`src/rtl/pc_sequencer.sv`:
```
// Program-counter sequencer with jump, increment and an optional return-address stack.
// The stack is built only when PC_SEQUENCER_CALL_STACK_EN is defined; otherwise call acts as load.
module pc_sequencer #(
    parameter int WIDTH       = 16,
    parameter int STACK_DEPTH = 4
) (
    input  logic             clk,
    input  logic             rst_n,
    input  logic             stall,
    input  logic             load,
    input  logic             inc,
    input  logic             call,
    input  logic             ret,
    input  logic [WIDTH-1:0] target,
    output logic [WIDTH-1:0] pc,
    output logic             stack_empty,
    output logic             stack_full,
    output logic             stack_err
);

    logic [WIDTH-1:0] pc_nxt;
    logic [WIDTH-1:0] pc_inc;

    assign pc_inc = pc + 1'b1;

`ifdef PC_SEQUENCER_CALL_STACK_EN
    localparam int PTR_W   = (STACK_DEPTH > 1) ? $clog2(STACK_DEPTH) : 1;
    localparam int DEPTH_W = PTR_W + 1;
    localparam logic [DEPTH_W-1:0] FULL_DEPTH = DEPTH_W'(STACK_DEPTH);

    logic [WIDTH-1:0]   stack_mem [STACK_DEPTH];
    logic [DEPTH_W-1:0] depth;
    logic [DEPTH_W-1:0] depth_nxt;
    logic               err_nxt;
    logic               push;
    logic [PTR_W-1:0]   wr_idx;
    logic [PTR_W-1:0]   rd_idx;
    logic               not_empty;
    logic               not_full;

    // depth doubles as the next free slot; the top entry sits one below it
    assign wr_idx    = depth[PTR_W-1:0];
    assign rd_idx    = wr_idx - 1'b1;
    assign not_empty = (depth != '0);
    assign not_full  = (depth != FULL_DEPTH);

    always_comb begin
        pc_nxt    = pc;
        depth_nxt = depth;
        err_nxt   = stack_err;
        push      = 1'b0;
        if (!stall) begin
            if (ret) begin
                if (not_empty) begin
                    pc_nxt    = stack_mem[rd_idx];
                    depth_nxt = depth - 1'b1;
                end else begin
                    err_nxt = 1'b1;
                end
            end else if (call) begin
                pc_nxt = target;
                if (not_full) begin
                    push      = rst_n;
                    depth_nxt = depth + 1'b1;
                end else begin
                    err_nxt = 1'b1;
                end
            end else if (load) begin
                pc_nxt = target;
            end else if (inc) begin
                pc_nxt = pc_inc;
            end
        end
    end

    always_ff @(posedge clk) begin
        if (!rst_n) begin
            pc          <= '0;
            depth       <= '0;
            stack_empty <= 1'b1;
            stack_full  <= 1'b0;
            stack_err   <= 1'b0;
        end else begin
            pc          <= pc_nxt;
            depth       <= depth_nxt;
            stack_empty <= (depth_nxt == '0);
            stack_full  <= (depth_nxt == FULL_DEPTH);
            stack_err   <= err_nxt;
        end
    end

    // Entry storage carries no reset; it is never read while depth is zero
    always_ff @(posedge clk) begin
        if (push) begin
            stack_mem[wr_idx] <= pc_inc;
        end
    end
`else
    logic unused_cfg;

    assign unused_cfg = ^{ret, 1'(STACK_DEPTH)};

    always_comb begin
        pc_nxt = pc;
        if (!stall) begin
            if (call || load) begin
                pc_nxt = target;
            end else if (inc) begin
                pc_nxt = pc_inc;
            end
        end
    end

    always_ff @(posedge clk) begin
        if (!rst_n) begin
            pc <= '0;
        end else begin
            pc <= pc_nxt;
        end
    end

    assign stack_empty = 1'b1;
    assign stack_full  = 1'b0;
    assign stack_err   = 1'b0;
`endif

endmodule
```
`config.mk`:
```
export PLATFORM = sky130hd
export DESIGN_NAME = pc_sequencer
export DESIGN_NICKNAME = d
export VERILOG_FILES = /design/src/rtl/pc_sequencer.sv
export SDC_FILE = /design/constraint.sdc
export NUM_CORES = 1
export LEC_CHECK = 0
export ABC_AREA = 1
export CORE_MARGIN = 3
export CORE_UTILIZATION = 62
export DETAILED_ROUTE_END_ITERATION = 16
export DONT_BUFFER_PORTS = 1
export PLACE_DENSITY = 0.84
export SYNTH_ARGS = -nofsm -noshare
export SYNTH_HDL_FRONTEND = slang
export SYNTH_SLANG_ARGS = --single-unit
```
`constraint.sdc`:
```
create_clock -name clk -period 1.4 [get_ports clk]
set_input_delay 0.28 -clock clk [delete_from_list [all_inputs] [get_ports clk]]
set_output_delay 0.28 -clock clk [all_outputs]
set_load 0.01 [all_outputs]
```
==> flow_summary.toml, run 1 <==
[placed_design]
gp_congestion = 0.885
placed_cells = 231
io_buffers = 0
placed_area_um2 = 1320
place_hpwl_um = 2170

[drt]
vias_per_cell = 5.65
drc = 0
dr.pass1.iters = 6
routedWlPerCell_um = 13.5
drtIter0Drc = 68
vias = 1334
postRouteAntennaNets = 0
routed_wl_um = 3200

[power]
clkPwrFrac = 0.292
leakagePower_uw = 0.000603
power_frac_seq = 0.475
fin_total_pwr_uw = 1100
peakVddDrop_mv = 0.651
power_frac_comb = 0.233
switching_share = 0.314
p_int_uw = 753
powerDensity_nw_per_um2 = 775
p_sw_uw = 344

[floorplanning]
die_width_um = 49.7
start_util = 0.672
rows = 15
die_y_um = 49.7
die_area_um2 = 2470
ios = 42
core_um2 = 1760

[critical_path]
worstPathMaxFanout = 4
cp_data_arrival_time_ns = 1.63
cp-end-kind = "register"
r2r_cells = 7
path_class = "reg -> reg"
cp-start-kind = "register"
crit_required_ns = 1.63

[final_layout]
drive_gt1_frac = 0.242
antennaDiodeCount = 0
final_cells = 236
largest_register_ffs = 16
nNetsFinal = 236
largest_register = "pc"
final_area_um2 = 1420
fin_util = 0.802
syn_to_final_growth_pct = 19.4
final_common_cell = "nand2_1"
top_regs = "pc (16)"
final_cell_mix = "nand2_1, nor2_1, buf_4, inv_1"

[hold_path]
min_path_type = "in -> reg"
hold_depth = 2

[clocking]
cts_tree = "done"
cts-root-buf = "clkbuf_4"
cts_buffers = 3
ctsLongestPathBuffers = 2
insertion_delay_ns = 0.29
ctsHoldBuffers = 0
clkSinkCount = 16
htree_levels = 1
clk_transition_reported_paths_ns = 0.11

[sta]
whs_ns = 0.0911
min_period_ns = 1.41
rsz0062_at_grt = "true"
hold_viol = 0
fin_ws_ns = -0.00604
setup_violations = 1
fmax_mhz = 711
fin_crit_sh = 1.00
drv_slew = 0
skew_ns = 0.00348

[synth]
netlist_instances = 195
synthDistinctLibCells = 28
synth_mux_area_frac = 0
syn_area_um2 = 1180
synthAdderAreaFrac = 0.0106
synth.avg_cell_area_um2 = 6.08
yosysSeqAreaShare = 0.270
ys_warn_count = 0
synth_top_family_by_area = "simple AND/OR/NAND/NOR gates"
ys_seq_elements = 16
synth_compound_area_frac = 0.168
synth_xor_area_frac = 0
synthSimpleGateAreaFrac = 0.437

[global_route]
grt_pass1_vias = 1230
grt_antenna_before_repair = 0
grt_pass1_wl_um = 5110
grt_max_degree = 22
grtUsageTotal = 0.261
grt_overflow = 0

[run_status]
violations = "negative setup slack"
run_status = "finished, violations left"

[job]
cap_viol_max_count = 0
-- worst paths after layout --
path	startpoint	to	slack (ns)
min	rst_n	pc[10]$_SDFFE_PN0P_	0.09
min reg2reg	pc[7]$_SDFFE_PN0P_	pc[7]$_SDFFE_PN0P_	0.51
max	pc[1]$_SDFFE_PN0P_	pc[3]$_SDFFE_PN0P_	-0.006
max reg2reg	pc[1]$_SDFFE_PN0P_	pc[3]$_SDFFE_PN0P_	-0.006
-- routing by layer --
layer,share of wire,GRT usage,wire length (um)
met1,0.41,0.317,1320
met3,0.085,0.0544,270
met4,0.0085,0.111,27
met2,0.49,0.443,1570
met5,0,0,0
-- worst max-delay path, stage by stage, from the launching register on --
cell	delay, ns
dfxtp_2	0.37
buf_4	0.15
nand3_2	0.14
nor2_1	0.27
nand2_1	0.11
a21oi_2	0.14
nor2_1	0.06
nor2_1	0.09
-- power groups by stage --
stage / clock, uW / sequential (uW) / combinational (uW)
floorplan: 0 / 543 / 150
global placement: 0 / 522 / 236
detailed placement: 0 / 524 / 243
CTS: 325 / 513 / 247
global route: 344 / 524 / 287
finish: 320 / 521 / 255
-- cell usage after synthesis (all sizes together) --
library cell	number	share of area
nand2	60	0.19
nor2	36	0.16
inv	17	0.058
a21oi	16	0.074
dfxtp	16	0.27
nand3	15	0.068
o21ai	15	0.063
buf	8	0.046
a31oi	2	0.011
conb	2	0.0063
nand4	2	0.011
a22o	1	0.0074
clkbuf	1	0.0032
ha	1	0.011
nand3b	1	0.0063
o211ai	1	0.0063
o31ai	1	0.0063
-- through the flow --
step / TNS [ns] / setup slack [ns]
2_1_floorplan: 0 / 0.0232
3_3_place_gp: 0 / 0.116
3_5_place_dp: 0 / 0.0496
4_1_cts: 0 / 0.0338
5_1_grt: -0.307 / -0.0895
6_report: -0.00604 / -0.00604
-- area by class of cell --
cell class	count	area, um2
repair buffers	20	163
inverters	17	68.8
clock buffers	4	36.3
multi-input cells	154	788
fillers	136	349
well taps	25	31.3
flip-flops and latches	16	328
-- what timing repair did --
| action | CTS | global route |
|---|---|---|
| setup buffers | 0 | 1 |
| resized for setup | 0 | 19 |
| endpoints found under the setup margin | 0 | 10 |
-- cells by family (layout without fill, tap and decap cells) --
kind of cell               after synthesis  after routing
other                                    2              3
DFF                                     16             16
and+or+nand+nor                        114            114
AOI/OAI and AO/OA                       36             36
buffers and inverters                   26             41
adders and majority gates                1              1
(Power assumes the default switching activity.)
==> run 2, diff against run 1 <==
--- a/config.mk
+++ b/config.mk
@@ -7,10 +7,10 @@
 export LEC_CHECK = 0
 export ABC_AREA = 1
 export CORE_MARGIN = 3
-export CORE_UTILIZATION = 62
+export CORE_UTILIZATION = 55
 export DETAILED_ROUTE_END_ITERATION = 16
 export DONT_BUFFER_PORTS = 1
-export PLACE_DENSITY = 0.84
+export PLACE_DENSITY = 0.76
 export SYNTH_ARGS = -nofsm -noshare
 export SYNTH_HDL_FRONTEND = slang
 export SYNTH_SLANG_ARGS = --single-unit
==> run 2 against run 1 <==
  * The flow now finishes without violations
  * Die area increased by 11%
  * Clock power about the same
  * Critical path depth decreased by 1
  * Sequential cell count unchanged
  * Maximum frequency increased by 3.4%
  * Hold slack improved by 0.0051 ns
  * Utilization decreased by 11 points
  * Combinational power decreased by 3%
  * Sequential share of layout area increased by 0.49 points
  * Critical path type unchanged
==> flow_summary.toml, run 2 (synthesized netlist as in run 1, its figures left out) <==
[critical_path]
cp-end-kind = "register"
crit_start = "pc[1]$_SDFFE_PN0P_"
path_class = "reg -> reg"
regToRegSetupSlack_ns = 0.04
crit_required_ns = 1.62
cp-start-kind = "register"
cp_data_arrival_time_ns = 1.58
timing.rr.start = "pc[1]$_SDFFE_PN0P_"
worstPathMaxFanout = 4

[sta]
drv_slew = 0
rsz0062_at_grt = "true"
setup_violations = 0
min_period_ns = 1.36
fin_crit_sh = 0.971
fmax_mhz = 735
skew_ns = 0.000896
hold_viol = 0

[global_route]
grt_pass1_wl_um = 4680
grt_overflow = 0
grtUsageTotal = 0.224
grt_antenna_before_repair = 0
grt_max_degree = 19
grt_pass1_vias = 1063

[drt]
routed_wl_um = 3100
vias_per_cell = 5.52
dr.pass1.iters = 4
drc = 0
postRouteAntennaNets = 0
vias = 1314
drtIter0Drc = 52
routedWlPerCell_um = 13.0

[clocking]
postCtsSetupBuffers = 0
ctsLongestPathBuffers = 2
cts_buffers = 3
cts-root-buf = "clkbuf_4"
htree_levels = 1
clk_transition_reported_paths_ns = 0.10
insertion_delay_ns = 0.29
cts_tree = "done"
clkSinkCount = 16
cts_resized = 0
ctsHoldBuffers = 0

[final_layout]
drive_gt1_frac = 0.232
syn_to_final_growth_pct = 17.4
final_cell_mix = "nand2_1, nor2_1, buf_4, inv_1"
top_regs = "pc (16)"
nNetsFinal = 236
final_cells = 238
nFillCells = 189
largest_register = "pc"
final_common_cell = "nand2_1"
antennaDiodeCount = 0
largest_register_ffs = 16

[placed_design]
placed_cells = 234
place_hpwl_um = 2280
gp_congestion = 0.874
io_buffers = 0

[power]
powerDensity_nw_per_um2 = 779
peakVddDrop_mv = 0.590
leakagePower_uw = 0.000586
fin_total_pwr_uw = 1080

[floorplanning]
die_area_um2 = 2750
start_util = 0.592
ios = 42
core_um2 = 2000
die_width_um = 52.4
die_y_um = 52.4
rows = 16

[run_status]
run_status = "finished, final reports clean"

[hold_path]
min_path_type = "in -> reg"
min_from = "rst_n"

[job]
cap_viol_max_count = 0
run 2: report_power, final:
group / switching, uW / internal, uW
logic: 145 / 102
clock network: 160 / 159
registers: 30.5 / 488
total: 336 / 749
run 2: layout make-up:
class | instances | area (um2) | share of cell area
clock buffers | 4 | 36.3 | 0.0261
inverters | 17 | 68.8 | 0.0495
multi-input cells | 154 | 773 | 0.556
flip-flops and latches | 16 | 329 | 0.237
well taps | 27 | 33.8 | 0.0243
repair buffers | 20 | 150 | 0.108
run 2: path summary, 6_finish.rpt:
path	end	depth (start not counted)
worst max register to register	pc[5]$_SDFFE_PN0P_	6
worst max-delay path	pc[5]$_SDFFE_PN0P_	6
worst min register to register	pc[4]$_SDFFE_PN0P_	2
worst min-delay path	pc[10]$_SDFFE_PN0P_	2
run 2: metal layers:
metal,vias to the layer above,wire (um),track usage
met1,585,1280,0.296
met2,64,1460,0.353
met4,0,99,0.102
met5,-,0,0
met3,10,257,0.0342
li1,655,-,-
run 2: worst max-delay path: stages, from the launching register on:
cell,delay (ns)
dfxtp_2,0.36
buf_4,0.15
nand3_2,0.13
nor2_1,0.27
a22o_1,0.19
nand2_1,0.06
a21oi_1,0.14
run 2: metrics by stage:
step	util	instance area, um2	setup slack [ns]	hold WS [ns]	TNS, ns
2_1_floorplan	-	1190	0.0232	0.400	0
4_1_cts	0.674	1350	0.0508	0.0988	0
3_5_place_dp	0.656	1310	0.0763	0.413	0
6_report	0.695	1390	0.0400	0.0962	0
5_1_grt	0.695	1390	-0.0931	0.114	-0.238
3_3_place_gp	0.656	1310	0.116	0.409	0
